## src/rtl/lsu_ctrl.sv

```systemverilog
// Load/store unit controller: computes the effective address, checks alignment and runs one SRAM-like bus op.
// Latency: an aligned op goes accept -> ADDR -> DATA -> RESP; a misaligned op goes accept -> RESP.
// Backpressure: req_ready is high only in IDLE with no flush; the bus throttles us through data_addr_ok and data_data_ok.
module lsu_ctrl (
  input  logic        clk,
  input  logic        rst,
  input  logic        req_valid,
  output logic        req_ready,
  input  logic [2:0]  op,
  input  logic [31:0] base,
  input  logic [31:0] imm_ext,
  input  logic [31:0] wdata,
  input  logic        flush,
  output logic        resp_valid,
  output logic [31:0] rdata,
  output logic        adel,
  output logic        ades,
  output logic [31:0] badvaddr,
  output logic        data_req,
  output logic        data_wr,
  output logic [1:0]  data_size,
  output logic [31:0] data_addr,
  output logic [31:0] data_wdata,
  input  logic        data_addr_ok,
  input  logic        data_data_ok,
  input  logic [31:0] data_rdata
);

  typedef enum logic [1:0] {IDLE, ADDR, DATA, RESP} state_t;

  state_t      state, state_nxt;
  logic [31:0] addr_q, wdata_q, rdata_q;
  logic [2:0]  op_q;
  logic        fault_q;
  logic [31:0] addr_sum;
  logic        accept, misalign;

  // Access width encoding shared by the bus size field and the alignment check.
  function automatic logic [1:0] size_of(input logic [2:0] o);
    case (o)
      3'b000, 3'b001, 3'b101: size_of = 2'd0;
      3'b010, 3'b011, 3'b110: size_of = 2'd1;
      default:                size_of = 2'd2;
    endcase
  endfunction

  function automatic logic is_store(input logic [2:0] o);
    is_store = o[2] & (o[1] | o[0]);
  endfunction

  // Stores replicate the narrow value across every lane; loads put nothing on the write bus.
  function automatic logic [31:0] replicate(input logic [2:0] o, input logic [31:0] w);
    case (o)
      3'b101:  replicate = {4{w[7:0]}};
      3'b110:  replicate = {2{w[15:0]}};
      3'b111:  replicate = w;
      default: replicate = 32'd0;
    endcase
  endfunction

  // Pick the addressed lane of the bus word and sign- or zero-extend it; stores return zero.
  function automatic logic [31:0] load_ext(input logic [2:0] o, input logic [1:0] lane,
                                           input logic [31:0] d);
    logic [7:0]  b;
    logic [15:0] h;
    case (lane)
      2'd0:    b = d[7:0];
      2'd1:    b = d[15:8];
      2'd2:    b = d[23:16];
      default: b = d[31:24];
    endcase
    h = lane[1] ? d[31:16] : d[15:0];
    case (o)
      3'b000:  load_ext = {{24{b[7]}}, b};
      3'b001:  load_ext = {24'd0, b};
      3'b010:  load_ext = {{16{h[15]}}, h};
      3'b011:  load_ext = {16'd0, h};
      3'b100:  load_ext = d;
      default: load_ext = 32'd0;
    endcase
  endfunction

  assign addr_sum = base + imm_ext;
  assign misalign = ((size_of(op) == 2'd1) && addr_sum[0]) ||
                    ((size_of(op) == 2'd2) && (addr_sum[1:0] != 2'b00));
  assign accept   = req_valid && req_ready;

  // State register; reset drops any in-flight transaction on the spot.
  always_ff @(posedge clk or posedge rst) begin
    if (rst) state <= IDLE;
    else     state <= state_nxt;
  end

  // Next-state: flush can only abort before the address handshake has completed.
  always_comb begin
    state_nxt = state;
    case (state)
      IDLE: if (accept) state_nxt = misalign ? RESP : ADDR;
      ADDR: begin
        if (data_addr_ok) state_nxt = DATA;
        else if (flush)   state_nxt = IDLE;
      end
      DATA: if (data_data_ok) state_nxt = RESP;
      default: state_nxt = IDLE;
    endcase
  end

  // Latch the op on accept and the extended load data on the data handshake.
  always_ff @(posedge clk or posedge rst) begin
    if (rst) begin
      addr_q  <= 32'd0;
      wdata_q <= 32'd0;
      rdata_q <= 32'd0;
      op_q    <= 3'd0;
      fault_q <= 1'b0;
    end else if (accept) begin
      addr_q  <= addr_sum;
      wdata_q <= replicate(op, wdata);
      rdata_q <= 32'd0;
      op_q    <= op;
      fault_q <= misalign;
    end else if (state == DATA && data_data_ok) begin
      rdata_q <= load_ext(op_q, addr_q[1:0], data_rdata);
    end
  end

  // Outputs are zero outside the phase that owns them, so reset values fall out of the IDLE state.
  always_comb begin
    req_ready  = (state == IDLE) && !flush;
    resp_valid = 1'b0;
    rdata      = 32'd0;
    adel       = 1'b0;
    ades       = 1'b0;
    badvaddr   = 32'd0;
    data_req   = 1'b0;
    data_wr    = 1'b0;
    data_size  = 2'd0;
    data_addr  = 32'd0;
    data_wdata = 32'd0;
    case (state)
      ADDR: begin
        data_req   = 1'b1;
        data_wr    = is_store(op_q);
        data_size  = size_of(op_q);
        data_addr  = addr_q;
        data_wdata = wdata_q;
      end
      RESP: begin
        resp_valid = 1'b1;
        rdata      = rdata_q;
        adel       = fault_q && !is_store(op_q);
        ades       = fault_q && is_store(op_q);
        badvaddr   = fault_q ? addr_q : 32'd0;
      end
      default: ;
    endcase
  end

endmodule
```

## config.mk

```make
export PLATFORM = sky130hd
export DESIGN_NAME = lsu_ctrl
export DESIGN_NICKNAME = d
export VERILOG_FILES = /design/src/rtl/lsu_ctrl.sv
export SDC_FILE = /design/constraint.sdc
export NUM_CORES = 1
export LEC_CHECK = 0
export CORE_MARGIN = 8
export CORE_UTILIZATION = 45
export CTS_CLUSTER_DIAMETER = 60
export DETAILED_ROUTE_END_ITERATION = 8
export PLACE_DENSITY = 0.82
export SYNTH_ARGS = -nofsm -noshare
export SYNTH_HDL_FRONTEND = slang
export SYNTH_SLANG_ARGS = --single-unit
```

## constraint.sdc

```tcl
create_clock -name clk -period 3.95 [get_ports clk]
set_clock_uncertainty 0.05 [all_clocks]
set_input_delay 0.395 -clock clk [delete_from_list [all_inputs] [get_ports clk]]
set_output_delay 0.395 -clock clk [all_outputs]
set_load 0.01 [all_outputs]
```

Yosys cells after proc, flatten, opt, wreduce, memory -nomap -nowiden --
Cells that the tools add are included.
Word-level totals: register bits after elaboration 102, input port bits 137, output and inout port bits 136, logic and storage cells 77
Operators by class: add/sub/neg operators 1, eq/ne operators 22, multiplexer cells 25, bitwise operators 2, reduce and logical (&&, ||, !) cells 21
Operators with widths (number):
- $mux 32 | 7
- $pmux 32 s5 | 1
- $pmux 32 s3 | 1
- $add 32x32->32 | 1
- $pmux 8 s3 | 1
- $eq 3x3->1 const B | 6
- $mux 16 | 1
- $eq 3x2->1 const B | 4
- $mux 2 | 6
- $reduce_or 3->1 | 4
- $eq 2x2->1 const B | 4
- $pmux 2 s2 | 2
- $logic_and 1x1->1 | 7
- $eq 2x1->1 const B | 3
- $eq 3x1->1 const B | 2
- $logic_not 3->1 | 2
- $pmux 2 s3 | 1
- $mux 1 | 5
- $logic_not 2->1 | 2
- $ne 2x2->1 const B | 2
- $reduce_bool 2->1 | 2
- $ne 3x3->1 const B | 1
- $reduce_and 3->1 | 1
- $logic_not 1->1 | 2
- 3 further kinds | 3

Depth between registers and ports, before layout --
depth after elaboration 9, gate-level depth with buffers 10, depth with buffers taken out 10

Worst setup path after synthesis --
OpenSTA, ideal clock, no wires.
path type input to register, from in base[15], to reg addr_q[31], setup time 82 ps, data arrival time 2616 ps, data required time 3818 ps, slack 1202 ps, cell stages on the path 9, cell sequence ha_1 > and3_4 > a221o_1 > a21o_1 > and3_4 > a211oi_4 > a2111oi_1 > or4_1 > a31oi_1
On the way: longest elaborated chain between the ends 1
Ends and longest elaborated chain:
- start: declaration | line 10 | input logic [31:0] base,
- $add 32x32->32 | line 83 | assign addr_sum = base + imm_ext;
- end signal: assignment | line 117 | addr_q <= addr_sum;
- end: declaration | line 32 | logic [31:0] addr_q, wdata_q, rdata_q;
No other way between the ends. A chain may end at the register's enable or synchronous reset.

Final worst setup path --
from in base[0], to reg addr_q[22]
The elaborated chain is that of the path after synthesis.

==> results <==
- In this run, synthesis produced a sequential element count of 102.
- The count of nets left with antenna violations once routing finished came out at 0.
- The first global-routing pass estimated 39.2 mm of wire.
- The final count of pins violating max slew is 0.
- The delay contributed by the slowest stage of the critical path is 0.41 ns.
- The layout-stage area growth over the synthesis result is 44.6%.
- Internal power comes to 3.10 mW.
- For this run, the share of the core covered by cells in the final layout is 65.8%.
- The largest total area in the synthesized netlist belongs to sky130_fd_sc_hd__dfrtp_1.
- In the synthesized netlist, the number of instances is 848.
- The total wire length is 25.5 mm.
- After global routing the overflow that remains totals 0.
- The library cell used most frequently in the layout, excluding fill and tap cells, is sky130_fd_sc_hd__clkdlybuf4s50_1.
- The most numerous cell type found on the critical path is sky130_fd_sc_hd__o21ai_0.
- The critical path data required time is 4.11 ns.
- The fraction of power spent switching nets is 39.1%.
- The clock passes through at most 2 buffers.
- The synthesized net count is 1017.
- During synthesis, Yosys emitted a total of 0 warnings.
- The floorplan step defined a die boundary enclosing 20200 um^2.
- The worst hold path class is reg -> reg.
- The smallest clock period supported by the final layout is computed as 3.14 ns.
- The half-perimeter wire length after detailed placement is 19.4 mm.
- Setup violations remaining at the end of the flow were counted as 0.
- In this run the tool buffered the top-level ports with 272 buffer cells.
- Clock tree synthesis inserted a total of 9 buffers.
- The share of the yosys chip area belonging to registers is 35.7%.
- The number of core rows is 46.
- At the later pin of the worst-skew pair, clock insertion delay measures 0.35 ns.
- Traced cell by cell, the critical path runs through clkdlybuf4s50_1, ha_1, fa_1, a21o_1, a221o_1, a31oi_1, o21bai_1, a41oi_1, o21ai_0, xnor2_1, o21ai_0.
- The netlist uses 57 different library cells.
- The die is 142 um wide.
- The largest fanout on the critical path is 4.
- The via count of the first global-routing pass was 7311.
- The async set-reset flop share out of synthesis is 100%.
- The total I/O pin count is 273.
- The number of buffers inserted by hold repair at cts is 0.
- For the pin with the worst max-slew slack, the measured transition is 1.22 ns.
- Gates resized during post-CTS repair numbered 0.
- In this design, the largest share of critical-path delay is due to compound AO/OA/AOI/OAI gates.
- The number of antenna violations at the first check in global routing is 2.
- Leaving out fill and tap cells, the most frequent cells in the layout are sky130_fd_sc_hd__clkdlybuf4s50_1 (272), sky130_fd_sc_hd__nand2_1 (125), sky130_fd_sc_hd__and2_1 (103).
- The cell at the root of the clock tree is sky130_fd_sc_hd__clkbuf_16.
- The standard cell core area is 15700 um^2.
- In the synthesized netlist the dominant register cell turns out to be sky130_fd_sc_hd__dfrtp_1.
- The standard cell with the maximum stage delay on the critical path is sky130_fd_sc_hd__clkdlybuf4s50_1.
- The routed length per instance is 19.6 um.
- The total power consumption of the routed design is 5.08 mW.
- In this run the cell area of the synthesized design comes to 7150 um^2.
- For this run, the top clock speed supported by timing is 319 MHz.
- Global routing consumed, over all layers together, 24.5% of the routing resources.
- Setup repair after global routing left no endpoint under its margin.
- Entering global routing, the biggest net connects 103 pins.
- The detailed router placed 7416 vias in this run.
- The DRC violation total after the first TritonRoute iteration is 606.
- The final hold violation count was 0.
- The depth of the CTS H-tree is 3.
- The number of max-cap violations is 0.
- IR analysis of the VDD net gives a maximum drop of 0.000299 V.
- STA classifies the critical path endpoint as a register.
- In the final timing run, aggregate negative setup slack is 0 ns.
- The post-route non-filler standard cell count is 1302.
- The cell total after placement is 1285.
- The ratio of routed vias to standard cells is 5.70.
- TritonCTS built the clock tree.
- The switching power is 1.99 mW.
- The flow ran to the end, and the final reports show no timing, DRC or antenna violations.
- The number of remaining DRC errors is 0.
- In this run, the combinational gates consume 45.8% of the power.
- The mean instance size in the synthesized netlist is 8.43 um^2.
- The analysis attributes to cell leakage a power of 4.50 nW.
- In the post-synthesis netlist, the biggest area contributors are sky130_fd_sc_hd__dfrtp_1 (36%), sky130_fd_sc_hd__and2_1 (9.0%), sky130_fd_sc_hd__nand2_1 (6.6%).
- After layout, the worst path uses 79.4% of the clock period.
- The clock-pin slew on the worst setup and hold paths is 0.07 ns.
- Sequential cells account for 36.0% of the total power.
- In this run the vertical extent of the chip is 142 um.
- The power density relative to cell area is 492 nW/um^2.
- The first-pass iteration count of the detailed router is 8.
- After detailed placement, the total cell area comes to 10000 um^2.
- Per report_power, the clock group accounts for 18.1% of the total.
- At the end of routability-driven placement, the weighted congestion stood at 0.922.
- Data arrives at the worst endpoint at 3.29 ns.
- The net count of the finished layout is 1249.
- The number of setup buffers added after CTS is 0.
- The fraction of layout cells with a size suffix above 1 is 4.70%.
- Yosys mapped a number of flops with a built-in enable equal to 0.
- The final instance area is 10300 um^2.
- The critical path start-end classification is in -> reg.
- After synthesis, the largest area contributor takes up 35.7% of total cell area.
- The worst path buffer plus inverter count is 1.
- The kind of start point of the critical path is an input pin.
- The number of sinks handled by clock tree synthesis is 102.
- The starting density of the core is 45.5%.
- In this run the tightest slew margin relative to its limit is 18.7%.
-- synthesized netlist by cell type, types with 3 or more instances --
library cell and instances:
sky130_fd_sc_hd__nand2_1 126, sky130_fd_sc_hd__and2_1 103, sky130_fd_sc_hd__dfrtp_1 102, sky130_fd_sc_hd__o21ai_0 87
sky130_fd_sc_hd__clkbuf_1 64, sky130_fd_sc_hd__a21oi_1 49, sky130_fd_sc_hd__and3_1 37, sky130_fd_sc_hd__ha_1 31
sky130_fd_sc_hd__nor2_1 31, sky130_fd_sc_hd__a21o_1 21, sky130_fd_sc_hd__a221oi_1 17, sky130_fd_sc_hd__a22oi_1 16
sky130_fd_sc_hd__xnor2_1 16, sky130_fd_sc_hd__xor2_1 13, sky130_fd_sc_hd__a22o_1 12, sky130_fd_sc_hd__inv_1 11
sky130_fd_sc_hd__nand4_1 10, sky130_fd_sc_hd__a222oi_1 8, sky130_fd_sc_hd__mux4_2 8, sky130_fd_sc_hd__nand3_1 8
sky130_fd_sc_hd__nor2b_1 8, sky130_fd_sc_hd__nor3_1 6, sky130_fd_sc_hd__a31oi_1 5, sky130_fd_sc_hd__mux2_2 4
sky130_fd_sc_hd__mux2i_1 4, sky130_fd_sc_hd__o21bai_1 4, sky130_fd_sc_hd__o31ai_1 4, sky130_fd_sc_hd__a211oi_1 3
-- state kept, by name, indices dropped and copies added (netlist names) --
| register | count |
|---|---|
| op_q | 3 |
| fault_q | 1 |
| wdata_q | 32 |
| rdata_q | 32 |
| state | 2 |
| addr_q | 32 |
-- worst reg2reg max path, delay by kind of cell (launching register included) --
family	cells	cell delay, ns
DFF	1	0.38
buffers and inverters	1	0.24
and+or+nand+nor	5	1.61
-- cells by family (layout without fill, tap and decap cells) --
kind of cell / after synthesis / after routing / synth area share [%]
DFF: 102 / 102 / 35.7
other: 0 / 1 / 0
buffers and inverters: 76 / 313 / 3.99
xor gates and xnor gates: 29 / 29 / 3.55
and+or+nand+nor: 344 / 344 / 24.7
AOI/OAI and AO/OA: 249 / 249 / 22.6
muxes: 16 / 16 / 3.71
adders and majority gates: 32 / 32 / 5.71
-- final timing paths --
check                                        start                       to  slack [ns]  cells after the start
max in group asynchronous                      rst   addr_q[23]$_DFFE_PP0P_        2.93                      3
max                                        base[0]   addr_q[22]$_DFFE_PP0P_        0.81                     11
min                        wdata_q[22]$_DFFE_PP0P_  wdata_q[22]$_DFFE_PP0P_        0.42                      2
max reg2reg                   state[0]$_DFFE_PP0P_  wdata_q[21]$_DFFE_PP0P_        1.60                      6
min reg2reg                wdata_q[22]$_DFFE_PP0P_  wdata_q[22]$_DFFE_PP0P_        0.42                      2
min in group asynchronous                      rst    addr_q[2]$_DFFE_PP0P_        0.48                      3
-- power groups by stage --
stage | combinational (mW) | clock, mW | sequential, mW
after CTS | 2.33 | 0.940 | 1.83
final | 2.33 | 0.922 | 1.83
after global routing | 2.55 | 0.976 | 1.90
after global placement | 2.26 | 0 | 1.82
after floorplan | 1.49 | 0 | 1.65
after detailed placement | 2.32 | 0 | 1.85
-- layer usage --
metal  share of wire [%]  vias to the layer above  global-route usage, %
met4                 3.4                        2                   10.8
met2                  47                      362                   39.7
met5               0.051                        -                      0
met1                  39                     3502                   30.3
li1                    -                     3497                      -
met3                  10                       53                   6.34
-- layout make-up --
type	count	area, um^2
Sequential cell	102	2550
Clock inverter	4	55.1
Antenna cell	1	2.50
Inverter	11	43.8
Timing Repair Buffer	286	2840
Tap cell	216	270
Multi-Input combinational cell	670	4330
Fill cell	1317	5380
Clock buffer	12	246
-- metrics by stage --
step	worst slack, ns	hold slack [ns]
2_1_floorplan	0.830	0.391
3_3_place_gp	0.544	0.402
3_5_place_dp	0.475	0.413
4_1_cts	0.855	0.428
5_1_grt	0.634	0.455
6_report	0.814	0.425
Power figures use the tool's default switching activity.
